<file path="src/rtl/seg_scan_ctrl.sv">
// seg_scan_ctrl: scan sequencer for a 4-digit multiplexed seven-segment display.
// Time-slices four nibbles onto one shared decoder, inserts an all-off
// dead-time before each digit and swaps double-buffered digit values only at
// frame boundaries. Optional leading-zero blanking is built when LZB_EN is
// defined.
module seg_scan_ctrl #(
   parameter int TICK_DIV = 50000,
   parameter int DEAD_CYC = 16,
   parameter int CNT_W    = 16
) (
   input  logic        clk_in,
   input  logic        rst,
   input  logic        en,
   input  logic        load,
   input  logic [15:0] digits_in,
   input  logic [3:0]  dp_in,
   input  logic [3:0]  blank_mask,
   output logic [3:0]  an,
   output logic [3:0]  digit_code,
   output logic        dp_out,
   output logic [1:0]  slot,
   output logic        frame_done
);

   typedef enum logic [1:0] {IDLE, DEAD, SHOW} state_t;

   localparam logic [CNT_W-1:0] TICK_LAST = CNT_W'(TICK_DIV - 1);
   localparam logic [CNT_W-1:0] DEAD_LAST = (DEAD_CYC == 0) ? '0 : CNT_W'(DEAD_CYC - 1);
   localparam state_t           SLOT_ENTRY = (DEAD_CYC == 0) ? SHOW : DEAD;

   state_t            state, nxt_state;
   logic [CNT_W-1:0]  cnt, nxt_cnt;
   logic [1:0]        nxt_slot;
   logic [15:0]       stage_dig, disp_dig, nxt_disp_dig;
   logic [3:0]        stage_dp, disp_dp, nxt_disp_dp;
   logic              pending;
   logic              swap, wrap;
   logic [3:0]        lz_blank, blank, nxt_an;

   // Next-state decode; outputs are then registered from these next values
   // so they line up with the state register they describe.
   always_comb begin
      nxt_state = state;
      nxt_cnt   = cnt;
      nxt_slot  = slot;
      swap      = 1'b0;
      wrap      = 1'b0;
      if (!en) begin
         nxt_state = IDLE;
         nxt_cnt   = '0;
         nxt_slot  = 2'd0;
      end else begin
         case (state)
            IDLE: begin
               nxt_state = SLOT_ENTRY;
               nxt_cnt   = '0;
               nxt_slot  = 2'd0;
               swap      = pending;
            end
            DEAD: begin
               nxt_cnt = cnt + CNT_W'(1);
               if (cnt == DEAD_LAST)
                  nxt_state = SHOW;
            end
            SHOW: begin
               if (cnt == TICK_LAST) begin
                  nxt_cnt   = '0;
                  nxt_slot  = slot + 2'd1;
                  nxt_state = SLOT_ENTRY;
                  if (slot == 2'd3) begin
                     wrap = 1'b1;
                     swap = pending;
                  end
               end else begin
                  nxt_cnt = cnt + CNT_W'(1);
               end
            end
            default: begin
               nxt_state = IDLE;
               nxt_cnt   = '0;
               nxt_slot  = 2'd0;
            end
         endcase
      end
      nxt_disp_dig = swap ? stage_dig : disp_dig;
      nxt_disp_dp  = swap ? stage_dp  : disp_dp;
   end

`ifdef LZB_EN
   // Leading-zero suppression chain; a set decimal point breaks the chain.
   always_comb begin
      lz_blank    = '0;
      lz_blank[3] = (nxt_disp_dig[15:12] == 4'd0) && !nxt_disp_dp[3];
      lz_blank[2] = lz_blank[3] && (nxt_disp_dig[11:8] == 4'd0) && !nxt_disp_dp[2];
      lz_blank[1] = lz_blank[2] && (nxt_disp_dig[7:4]  == 4'd0) && !nxt_disp_dp[1];
   end
`else
   // No leading-zero suppression in this build.
   always_comb begin
      lz_blank = '0;
   end
`endif

   // Anode pattern for the upcoming cycle: at most one anode low, only in SHOW.
   always_comb begin
      blank  = blank_mask | lz_blank;
      nxt_an = '1;
      if (nxt_state == SHOW && !blank[nxt_slot])
         nxt_an[nxt_slot] = 1'b0;
   end

   // FSM, buffers and registered outputs. A load on a swap cycle lands in
   // staging after the swap, so it stays pending for the next boundary.
   always_ff @(posedge clk_in) begin
      if (rst) begin
         state      <= IDLE;
         cnt        <= '0;
         slot       <= 2'd0;
         stage_dig  <= '0;
         stage_dp   <= '0;
         disp_dig   <= '0;
         disp_dp    <= '0;
         pending    <= 1'b0;
         an         <= '1;
         digit_code <= '0;
         dp_out     <= 1'b0;
         frame_done <= 1'b0;
      end else begin
         state      <= nxt_state;
         cnt        <= nxt_cnt;
         slot       <= nxt_slot;
         disp_dig   <= nxt_disp_dig;
         disp_dp    <= nxt_disp_dp;
         if (swap)
            pending <= 1'b0;
         if (load) begin
            stage_dig <= digits_in;
            stage_dp  <= dp_in;
            pending   <= 1'b1;
         end
         an         <= nxt_an;
         frame_done <= wrap;
         if (nxt_state == IDLE) begin
            digit_code <= '0;
            dp_out     <= 1'b0;
         end else begin
            digit_code <= nxt_disp_dig[{nxt_slot, 2'b00} +: 4];
            dp_out     <= nxt_disp_dp[nxt_slot];
         end
      end
   end

endmodule

</file>
<file path="config.mk">
export PLATFORM = sky130hd
export DESIGN_NAME = seg_scan_ctrl
export DESIGN_NICKNAME = d
export VERILOG_FILES = /design/src/rtl/seg_scan_ctrl.sv
export SDC_FILE = /design/constraint.sdc
export NUM_CORES = 1
export LEC_CHECK = 0
export ABC_CLOCK_PERIOD_IN_PS = 4100
export CORE_ASPECT_RATIO = 0.5
export CORE_MARGIN = 4
export CORE_UTILIZATION = 55
export CTS_BUF_LIST = sky130_fd_sc_hd__clkbuf_2 sky130_fd_sc_hd__clkbuf_4 sky130_fd_sc_hd__clkbuf_8
export DETAILED_ROUTE_END_ITERATION = 10
export GPL_TIMING_DRIVEN = 0
export PLACE_DENSITY = 0.8
export SLEW_MARGIN = 10
export SYNTH_ARGS = -nofsm -noshare
export SYNTH_HDL_FRONTEND = slang
export SYNTH_SLANG_ARGS = --single-unit
</file>
<file path="constraint.sdc">
create_clock -name clk_in -period 4.1 [get_ports clk_in]
set_input_delay 0.615 -clock clk_in [delete_from_list [all_inputs] [get_ports clk_in]]
set_output_delay 0.615 -clock clk_in [all_outputs]
set_load 0.02 [all_outputs]
</file>
## After elaboration in Yosys (flattened, before gate mapping)

Cells that the tools add are included.

| storage, ports and cells | value |
|---|---|
| bits of input ports | 28 |
| logic and storage cells | 62 |
| output and inout port bits | 12 |
| flip-flop bits (word level) | 71 |

| operators by class | value |
|---|---|
| bitwise gates (word level) | 5 |
| $add $sub $neg | 2 |
| equal/unequal tests | 6 |
| shift-type cells | 1 |
| multiplexer cells | 24 |
| reduce and logical (&&, ||, !) cells | 10 |
| order comparisons | 2 |

Operator list:

| kind | count |
|---|---|
| 2-to-1 mux 16 bit | 2 |
| case mux 16 bit (2 select lines) | 1 |
| adder 16 x 1 -> 16 bit, second input constant | 1 |
| == test 16 bit, second input constant | 1 |
| == test 16 x 4 -> 1 bit, second input constant | 1 |
| indexed part select 16 x 5 -> 4 bit | 1 |
| 2-to-1 mux 2 bit | 5 |
| 2-to-1 mux 1 bit | 9 |
| == test 2 bit, second input constant | 3 |
| case mux 2 bit (3 select lines) | 1 |
| OR reduction 2 bit | 3 |
| binary-select mux 1 bit (select 2 bit) | 2 |
| logical NOT 2 bit | 2 |
| 2-to-1 mux 4 bit | 1 |
| inverter 1 bit | 4 |
| inverter 4 bit | 1 |
| case mux 2 bit (2 select lines) | 1 |
| OR reduction 4 bit | 1 |
| < comparator 2 x 3 -> 1 bit, second input constant | 1 |
| adder 2 x 1 -> 2 bit, second input constant | 1 |
| demux 1 bit (select 2 bit) | 1 |
| == test 2 x 1 -> 1 bit, second input constant | 1 |
| greater-or-equal comparator 2 x 1 -> 1 bit, second input constant | 1 |
| logical AND 1 bit | 2 |
| 3 further kinds | 3 |

## Logic depth before layout (Yosys ltp)

Gate-level depths: netlist (run 1).

| depth | value |
|---|---|
| word-level depth | 10 |
| mapped depth | 9 |
| mapped depth without buffers | 8 |

## Worst setup path before layout (run 1)

OpenSTA, ideal clock, no wires.

| timing | value |
|---|---|
| path kind | reg2reg |
| start point | register cnt[5] |
| end point | register an[3] |
| stages on the path, launching flop included | 7 |
| data required time | 3.965 ns |
| data arrival time | 1.955 ns |
| setup slack | 2.011 ns |
| cell sequence | dfxtp_1 -> nor4_4 -> and4_4 -> nor3_2 -> o31a_1 -> a2111oi_4 -> nand3_1 |

| between the ends | value |
|---|---|
| longest elaborated chain between the ends | 10 |

RTL lines:

| what | RTL line | text |
|---|---|---|
| start: declaration | 32 | `logic [CNT_W-1:0] cnt, nxt_cnt;` |
| start signal: assignment | 130 | `cnt <= nxt_cnt;` |
| parallel branches: the longest is 10 deep, another holds < comparator 2 x 3 -> 1 bit | - |  |
| end signal: assignment | 141 | `an <= nxt_an;` |
| end: declaration | 18 | `output logic [3:0] an,` |

Several ways; the timed one is not identified. The select of a mux whose other input is x is not followed.
A chain may end at the register's enable or synchronous reset.

## Worst setup path in the final report (run 1)

| timing | value |
|---|---|
| start point | register state[1] |
| end point | register digit_code[1] |

| between the ends | value |
|---|---|
| longest elaborated chain between the ends | 5 |

RTL lines:

| what | RTL line | text |
|---|---|---|
| start: declaration | 31 | `state_t state, nxt_state;` |
| start signal: assignment | 129 | `state <= nxt_state;` |
| == test 2 bit (tied with other cells) | 53 | `case (state)` |
| case mux 1 bit (2 select lines) / case mux 2 bit (3 select lines) (equally long branches) | 53 |  |
| 2-to-1 mux 1 bit / 2-to-1 mux 2 bit (equally long branches) | 48 | `if (!en) begin` |
| 2-to-1 mux 16 bit / logical NOT 2 bit (equally long branches) | 85, 143 |  |
| indexed part select 16 x 5 -> 4 bit / OR reduction 2 bit (equally long branches) | - |  |
| end signal: assignment | 147 | `digit_code <= nxt_disp_dig[{nxt_slot, 2'b00} +: 4];` |
| end: declaration | 19 | `output logic [3:0] digit_code,` |

Parallel ways exist; a longest one is shown, timed or not.

==> flow_results.org, run 1 <==
** Timing
- Setup repair after global routing left no endpoint under its margin.
- The number of endpoints with negative hold slack in the final report was 0.
- Of the available clock period, the critical path in the final layout requires 0.6212.
- Number of max-slew violations in the final report :: 0
- After layout, the worst setup slack is 1553 ps.
- Fin Setup TNS :: 0 ps
- Peak clock frequency supported by timing :: 392.7 MHz
- The clock arrives with 6.154 ps of skew.
- The smallest clock period supported by the final layout is computed as 2547 ps.
- Headroom to the max-slew limit :: 0.4824
- Setup violations remaining at the end of the flow were counted as 0.
- At the pin with the least slew margin, the transition time is 769.8 ps.

** Synth
- Instance count of the mapped netlist :: 315
- Synthesis inferred 71 register bits.
- Netlist Area Pre-Place :: 3038 µm²
- Of the synthesized area, sequential elements account for 0.4679.
- Synthesized net count :: 349
- After synthesis, the netlist uses 46 different library cells.
- After synthesis, the mean cell area works out to 9.644 µm².
- Number of warnings reported in the yosys synthesis log :: 0

** Job
- Max Cap Viol :: 0

** Critical path
- The worst register-to-register path ends at digit_code[1].
- Capturing element type of the critical path :: register
- Maximum net fanout on the critical path :: 10
- The worst setup path is launched from a register.
- Worst reg-to-reg setup slack :: 1550 ps
- For the worst setup path, the data required time is 4350 ps.
- For the worst setup path, the data arrival time is 2800 ps.
- Critical R2R Launch :: state[1]
- The worst setup path is of the reg2reg kind.
- Cells on worst reg2reg path :: 8

** CTS
- In this run, CTS created clock tree buffers numbering 9.
- Counting every sink on the clock net gives 71.
- Once the clock tree was built, the resizer swapped 0 gates to a different size.
- TritonCTS built the clock tree.
- H-tree depth :: 3
- Total setup buffers inserted after CTS :: 0
- The cell sitting at the root of the clock tree is a sky130_fd_sc_hd__clkbuf_8.
- Max Buffers Root-to-Sink :: 2
- Insertion delay to the later sink of the worst-skew pair :: 350 ps
- Quantity of hold-fixing buffers added after cts :: 0
- Clock slew seen by the registers of the worst setup and hold paths :: 80 ps

** Floorplan
- The floorplan step defined a die boundary enclosing 6849 µm².
- Die outline width :: 113.1 µm
- In this run the core area contains 18 standard-cell rows.
- Die Height :: 60.55 µm
- For this configuration, the core starts out at a cell density of 0.5916.
- 40 I/O pins were placed.
- Core area :: 5135 µm²

** Drt
- DRT Pass-1 Iters :: 4
- DRT antenna net count :: 0
- Iteration-0 DRC Markers :: 112
- Avg WL per Cell :: 14.94 µm
- The final route contains 2,347 vias.
- Residual DRC count :: 0
- Average via count per standard cell :: 5.358
- For this block, the routed nets add up to 6.542 mm of wire.

** GRT
- met2 is the most crowded layer.
- The first global-routing pass estimated 10.70 mm of wire.
- For this run the aggregate overflow at the end of global routing stands at 0.
- For met1 alone, demand over resource in global routing was 0.2198.
- Entering global routing, the biggest net connects 13 pins.
- Vias in the first global route :: 2,369
- In the global route stage, met3 resource usage came out at 0.06873.
- Global-route usage over all layers :: 0.2020
- Initial antenna violation count :: 0
- Met2 track demand over resource :: 0.3754

** Hold path
- The tightest min-delay check is of the reg2reg type.
- Hold Path Stages :: 1
- Worst hold endpoint :: cnt[0]
- The startpoint identified for the worst hold timing path is cnt[0].

** Place
- Setup Slack @ Placement :: 1370 ps
- Final estimated routing congestion in global placement :: 0.8976
- Detailed placement finished with a half-perimeter wire length of 4.711 mm.
- Input/output buffers :: 37

** Finish
- FILL cells :: 406
- For this run, the post-layout net count is 397.
- Synth-to-Final Area Change :: 21.71%
- The number of antenna diodes in the final layout is 0.
- Leaving out fill and tap cells, the most frequent cell in the layout is sky130_fd_sc_hd__dfxtp_1.
- Most used cells in the layout excluding fill and tap cells :: 71 x sky130_fd_sc_hd__dfxtp_1, 62 x sky130_fd_sc_hd__nor2_1, 41 x sky130_fd_sc_hd__mux2i_1, 37 x sky130_fd_sc_hd__clkdlybuf4s50_1, 15 x sky130_fd_sc_hd__nand3_1
- Layout cell share with drive strength beyond 1 :: 0.08152

** Power and ir drop
- Peak supply drop :: 0.2488 mV
- In this run the static leakage power is 1.400 nW.
- P per Cell Area :: 370.6 nW/µm²
- Summing internal, switching and leakage power gives 1.370 mW.

** Run status
- Outcome :: finished, final reports clean
-- layout make-up --
type                            count  area [µm²]  area share
Multi-Input combinational cell    219        1508      0.4078
Tap cell                           70       87.58     0.02369
Clock buffer                       11       145.1     0.03926
Buffer                             17       78.83     0.02132
Timing Repair Buffer               37       370.4      0.1002
Inverter                            8       30.03    0.008122
Clock inverter                      5       56.30     0.01523
Sequential cell                    71        1421      0.3844
-- cells in the mapped netlist, drive strengths merged --
library cell | n | area share
dfxtp | 71 | 0.47
nor2 | 62 | 0.077
mux2i | 41 | 0.14
nand3 | 15 | 0.025
nand2 | 11 | 0.014
o22ai | 10 | 0.021
clkbuf | 9 | 0.011
buf | 8 | 0.015
inv | 8 | 0.0099
xnor2 | 8 | 0.023
and3 | 7 | 0.015
ha | 6 | 0.025
o21a | 6 | 0.015
xor2 | 6 | 0.017
nor3 | 5 | 0.012
and4 | 4 | 0.013
a21oi | 3 | 0.0049
nand4 | 3 | 0.011
nor3b | 3 | 0.0074
o21ai | 3 | 0.0049
a221o | 2 | 0.0066
a311oi | 2 | 0.0058
a41oi | 2 | 0.0058
and2 | 2 | 0.0041
nand2b | 2 | 0.0041
nand3b | 2 | 0.0049
o31a | 2 | 0.0058
or2 | 2 | 0.0041
a2111oi | 1 | 0.0091
a31o | 1 | 0.0029
a31oi | 1 | 0.0021
mux2 | 1 | 0.0037
nor4 | 1 | 0.0070
nor4b | 1 | 0.0029
o211ai | 1 | 0.0025
o31ai | 1 | 0.0025
or3 | 1 | 0.0021
or4 | 1 | 0.0025
-- registers in the layout, summed over array words and instances (netlist names) --
| signal | cells |
|---|---|
| cnt | 16 |
| disp_dig | 16 |
| stage_dig | 16 |
| state | 2 |
| an | 4 |
| dp_out | 1 |
| digit_code | 4 |
| pending | 1 |
| disp_dp | 4 |
| slot | 2 |
| frame_done | 1 |
| stage_dp | 4 |
-- critical path, stage by stage (launching register included) --
cell,delay (ps)
sky130_fd_sc_hd__dfxtp_1,430
sky130_fd_sc_hd__ha_1,260
sky130_fd_sc_hd__clkbuf_1,390
sky130_fd_sc_hd__nand4_1,140
sky130_fd_sc_hd__o21ai_1,290
sky130_fd_sc_hd__buf_4,280
sky130_fd_sc_hd__mux2i_1,310
sky130_fd_sc_hd__o22ai_1,120
sky130_fd_sc_hd__o21a_1,220
-- how the worst max path moves through the flow --
stage                        start            end  slack (ps)  cells after the start
after floorplan             cnt[5]          an[3]        2010                      6
after global placement          en          an[3]        1420                      8
after detailed placement        en          an[1]        1370                      8
after CTS                 state[0]  digit_code[1]        1580                      9
after global routing      state[0]  digit_code[1]        1380                      9
final                     state[1]  digit_code[1]        1550                      8
-- through the flow --
stage | utilization | cell area, µm² | std cells | hold WS, ps
after global routing | 0.7200 | 3697 | 438 | 481.4
after CTS | 0.7200 | 3697 | 438 | 447.9
after floorplan | - | 3038 | 315 | 413.2
after detailed placement | 0.6808 | 3496 | 422 | 437.9
final | 0.7200 | 3697 | 438 | 439.9
after global placement | 0.6808 | 3496 | 422 | 425.3
-- cells by family (layout without fill, tap and decap cells) --
| group | after synthesis | after routing | synth area share |
|---|---|---|---|
| AND/OR/NAND/NOR | 122 | 122 | 0.2043 |
| flip-flops | 71 | 71 | 0.4679 |
| multiplexers | 42 | 42 | 0.1388 |
| AO/OA/AOI/OAI | 35 | 35 | 0.08814 |
| buffers and inverters | 25 | 78 | 0.03583 |
| XOR/XNOR | 14 | 14 | 0.04036 |
| adder cells (fa/ha/maj) | 6 | 6 | 0.02471 |
-- power by group --
part | switching [mW] | leakage (nW) | internal (mW)
sequential | 0.00913 | 0.577 | 0.706
clock | 0.258 | 0.103 | 0.304
combinational | 0.0439 | 0.720 | 0.0483
-- routing by layer --
metal / share of wire / vias to the layer above
li1: - / 1193
met1: 0.44 / 1098
met2: 0.50 / 47
met3: 0.046 / 9
met4: 0.016 / 0
met5: 0 / -
Power figures use the tool's default switching activity.
==> run 2: changes to the inputs <==
--- a/config.mk
+++ b/config.mk
@@ -5,14 +5,14 @@
 export SDC_FILE = /design/constraint.sdc
 export NUM_CORES = 1
 export LEC_CHECK = 0
-export ABC_CLOCK_PERIOD_IN_PS = 4100
+export ABC_CLOCK_PERIOD_IN_PS = 2270
 export CORE_ASPECT_RATIO = 0.5
 export CORE_MARGIN = 4
-export CORE_UTILIZATION = 55
+export CORE_UTILIZATION = 51
 export CTS_BUF_LIST = sky130_fd_sc_hd__clkbuf_2 sky130_fd_sc_hd__clkbuf_4 sky130_fd_sc_hd__clkbuf_8
 export DETAILED_ROUTE_END_ITERATION = 10
 export GPL_TIMING_DRIVEN = 0
-export PLACE_DENSITY = 0.8
+export PLACE_DENSITY = 0.78
 export SLEW_MARGIN = 10
 export SYNTH_ARGS = -nofsm -noshare
 export SYNTH_HDL_FRONTEND = slang
==> constraint.sdc (replaced) <==
create_clock -name clk_in -period 2.27 [get_ports clk_in]
set_input_delay 0.3405 -clock clk_in [delete_from_list [all_inputs] [get_ports clk_in]]
set_output_delay 0.3405 -clock clk_in [all_outputs]
set_load 0.02 [all_outputs]
==> run 2 against run 1 <==
  * Die area grew 7.0%
  * Global-route usage shrank 1.5 points
  * Maximum frequency grew 17%
  * Sequential power increased by 80%
  * Highest routed layer unchanged
==> flow_results.org, run 2 (synthesis results as in run 1) <==
** Run status
- Outcome :: finished, final reports clean

** GRT
- The number of global-route vias before repair came to 2,326 (-1.8%).
- The number of antenna violations at the first check in global routing was 0 (unchanged).
- The total congestion overflow is 0 (unchanged).
- The wire length of the first global-routing pass was 10.74 mm (+0.33%).
- The global router's overall resource usage was 0.1871 (-0.01493).
- The pin count of the biggest net entering global routing came to 13 (unchanged).

** Power and ir drop
- The part of the total power dissipated in sequential elements is 0.489 (-0.033).
- The power density normalized to cell area came to 685.5 nW/µm² (+85%).
- Sw Share :: 0.2145 (-0.01267)
- The relative contribution of the clock network to total power came to 0.447 (+0.036).
- The reported net switching power is 0.5671 mW (+82%).
- Cell Int Power :: 2.076 mW (+96%)
- The logic gate share of total power is 0.064 (-0.003).
- The worst voltage drop across the vdd grid came to 0.6537 mV (+160%).
- P_leak :: 1.435 nW (+2.5%)

** Drt
- Total number of vias :: 2,386 (+1.7%)
- Residual DRC count :: 0 (unchanged)
- The routed length on met2 is 3.364 mm (+3.7%).
- DRT antenna net count :: 0 (unchanged)
- Iteration-0 DRC Markers :: 149 (+33%)
- The mean routed wirelength per cell was 15.16 µm (+1.5%).
- Routed signal wires occupy layers up through met4.
- Detailed route wirelength on metal3 :: 300 µm (unchanged)
- The sum of routed wire segments on met1 was 2.892 mm (about the same).
- DRT Pass-1 Iters :: 4 (unchanged)
- The final routed wirelength across all metal layers was 6.657 mm (+1.8%).
- The number of vias per cell was 5.435 (+1.4%).

** Critical path
- The maximum cell stage delay along the critical path is 500 ps (+70 ps).
- The endpoint arrival time on the critical path came to 2490 ps (-310 ps).
- In this run the critical register-to-register path is launched from cnt[0].
- Req. time, crit path :: 2580 ps (-1770 ps)
- Type of the worst setup path :: reg2reg
- Slowest library cell on the worst path :: sky130_fd_sc_hd__a221o_2
- STA classifies the critical path endpoint as a register.
- The critical path starts at cnt[0].
- The critical path goes through ha_2 > and4_4 > nand4_4 > mux2_4 > a221o_2 > o22ai_2 > o21a_1.
- The worst setup path is launched from a register.
- Maximum net fanout on the critical path :: 7 (-3)

** Timing
- The transition at the pin with the smallest max-transition slack came to 747.8 ps (-22.00 ps).
- Peak clock frequency supported by timing :: 457.8 MHz (+17%)
- Final period demand of the worst path :: 2184 ps (-362.5 ps)
- Setup repair after global routing could not meet its margin everywhere.
- The clock skew after layout came to 7.019 ps (+0.8656 ps).
- The minimum hold slack came to 373.8 ps (-66.13 ps).
- Final setup violation count :: 0 (unchanged)
- The final max-slew violation count is 0 (unchanged).
- The least setup slack across all paths after layout was 85.78 ps (-1468 ps).
- The period utilization came to 0.9622 (+0.3411).
- Headroom to the max-slew limit :: 0.5014 (+0.01906)
- Final hold violation count :: 0 (unchanged)

** Finish
- Count of inserted antenna diode cells :: 0 (unchanged)
- Count of nets after finishing :: 395 (-0.50%)
- The library cell used most frequently in the layout, excluding fill and tap cells, is sky130_fd_sc_hd__dfxtp_1.
- The largest registers in the layout are cnt x16, disp_dig x16, stage_dig x16.
- From synthesis to final layout, the design area changed by 26.94%.
- FILL cells :: 429 (+5.7%)
- The summed area of non-filler cells in the final layout was 3856 µm² (+4.3%).
- Layout cell share with drive strength beyond 1 :: 0.1585 (+0.07695)
- The utilization after layout was 0.6873 (-0.03270).
- Most used cells in the layout excluding fill and tap cells :: 67 x sky130_fd_sc_hd__dfxtp_1, 62 x sky130_fd_sc_hd__nor2_1, 37 x sky130_fd_sc_hd__clkdlybuf4s50_1, 36 x sky130_fd_sc_hd__mux2i_1, 14 x sky130_fd_sc_hd__nand3_1

** Place
- Final estimated routing congestion in global placement :: 0.9141 (+1.8%)
- Post-DP Area :: 3500 µm² (+0.11%)
- The number of input and output port buffers inserted came to 37 (unchanged).
- The detailed-placement wirelength estimate is 4.659 mm (-1.1%).
- The post-placement setup slack is -200.3 ps (-1570 ps).

** CTS
- Insertion delay to the later sink of the worst-skew pair :: 360 ps (about the same)
- The clock-pin transition on the worst setup and hold timing paths came to 70 ps (about the same).
- The H-tree level count is 3 (unchanged).
- TritonCTS built the clock tree.
- Max Buffers Root-to-Sink :: 2 (unchanged)
- The TritonCTS buffer count was 9 (unchanged).
- The cell sitting at the root of the clock tree is a sky130_fd_sc_hd__clkbuf_8.
- The number of sinks on the clock net came to 71 (unchanged).

** Floorplan
- Ports placed on the boundary :: 40 (unchanged)
- The die boundary width came to 117.2 µm (+3.6%).
- Core area :: 5610 µm² (+9.3%)
- The die height came to 62.58 µm (+3.3%).
- The starting density of the core came to 0.5415 (-0.05014).
- The die area is 7331 µm² (+7.0%).
- Placement Rows :: 19 (+1)

** Hold path
- The worst hold path begins at load.
- Kind of path behind the tightest hold check :: in2reg

** Job
- The count of max-cap constraint violations was 0 (unchanged).
run 2: cell types whose count changed in the layout (fill, tap and decap cells not counted), moves of 3 or more:
| cell | before | now |
|---|---|---|
| sky130_fd_sc_hd__clkbuf_1 | 9 | 5 |
| sky130_fd_sc_hd__o22ai_2 | 0 | 5 |
| sky130_fd_sc_hd__o22ai_1 | 10 | 5 |
| sky130_fd_sc_hd__dfxtp_1 | 71 | 67 |
| sky130_fd_sc_hd__dfxtp_2 | 0 | 3 |
| sky130_fd_sc_hd__mux2i_2 | 0 | 5 |
| sky130_fd_sc_hd__mux2i_1 | 41 | 36 |
run 2: critical path: cells and delay by family (launching register included):
family | cells | cell delay (ps)
compound gates | 3 | 820
flops | 1 | 340
simple gates | 2 | 440
mux | 1 | 350
fa+ha+maj | 1 | 190
run 2: area by class of cell:
class                           count  area [µm²]  area share
Multi-Input combinational cell    219        1607      0.4166
Sequential cell                    71        1429      0.3705
Timing Repair Buffer               38       377.9     0.09799
Clock buffer                       12       165.2     0.04283
Tap cell                           73       91.34     0.02369
Buffer                             14       80.08     0.02077
Clock inverter                      4       76.32     0.01979
Inverter                            8       30.03    0.007787
run 2: repair_timing:
item	in CTS	in global routing
resized for setup	7	29
pin swaps	1	13
setup buffers	1	0
hold buffers	0	0
endpoints found under the setup margin	19	20
run 2: through the flow:
step                cells  power [mW]  TNS (ps)
global route          439       2.754    -269.0
global placement      425       1.478     -1051
detailed placement    425       1.484     -1642
CTS                   441       2.663    -4.606
floorplan             315       1.412         0
finish                439       2.643         0
run 2: per-layer routing:
layer  GRT usage  vias up
li1            -     1194
met1      0.2216     1129
met3     0.06190       15
met4     0.08155        0
met5           0        -
met2      0.3070       48
run 2: power by group through the flow:
stage,clock network (mW),logic (mW),registers (mW)
2_1_floorplan,0,0.0957,1.32
4_1_cts,1.21,0.165,1.29
3_3_place_gp,0,0.159,1.32
6_report,1.18,0.170,1.29
3_5_place_dp,0,0.163,1.32
5_1_grt,1.27,0.186,1.29
run 2: path summary, 6_finish.rpt:
| check | end | slack (ps) | cells after the start |
|---|---|---|---|
| setup / recovery | dp_out | 90 | 7 |
| hold reg to reg | cnt[0] | 420 | 1 |
| setup reg to reg | dp_out | 90 | 7 |
| hold / removal | stage_dp[0] | 370 | 3 |
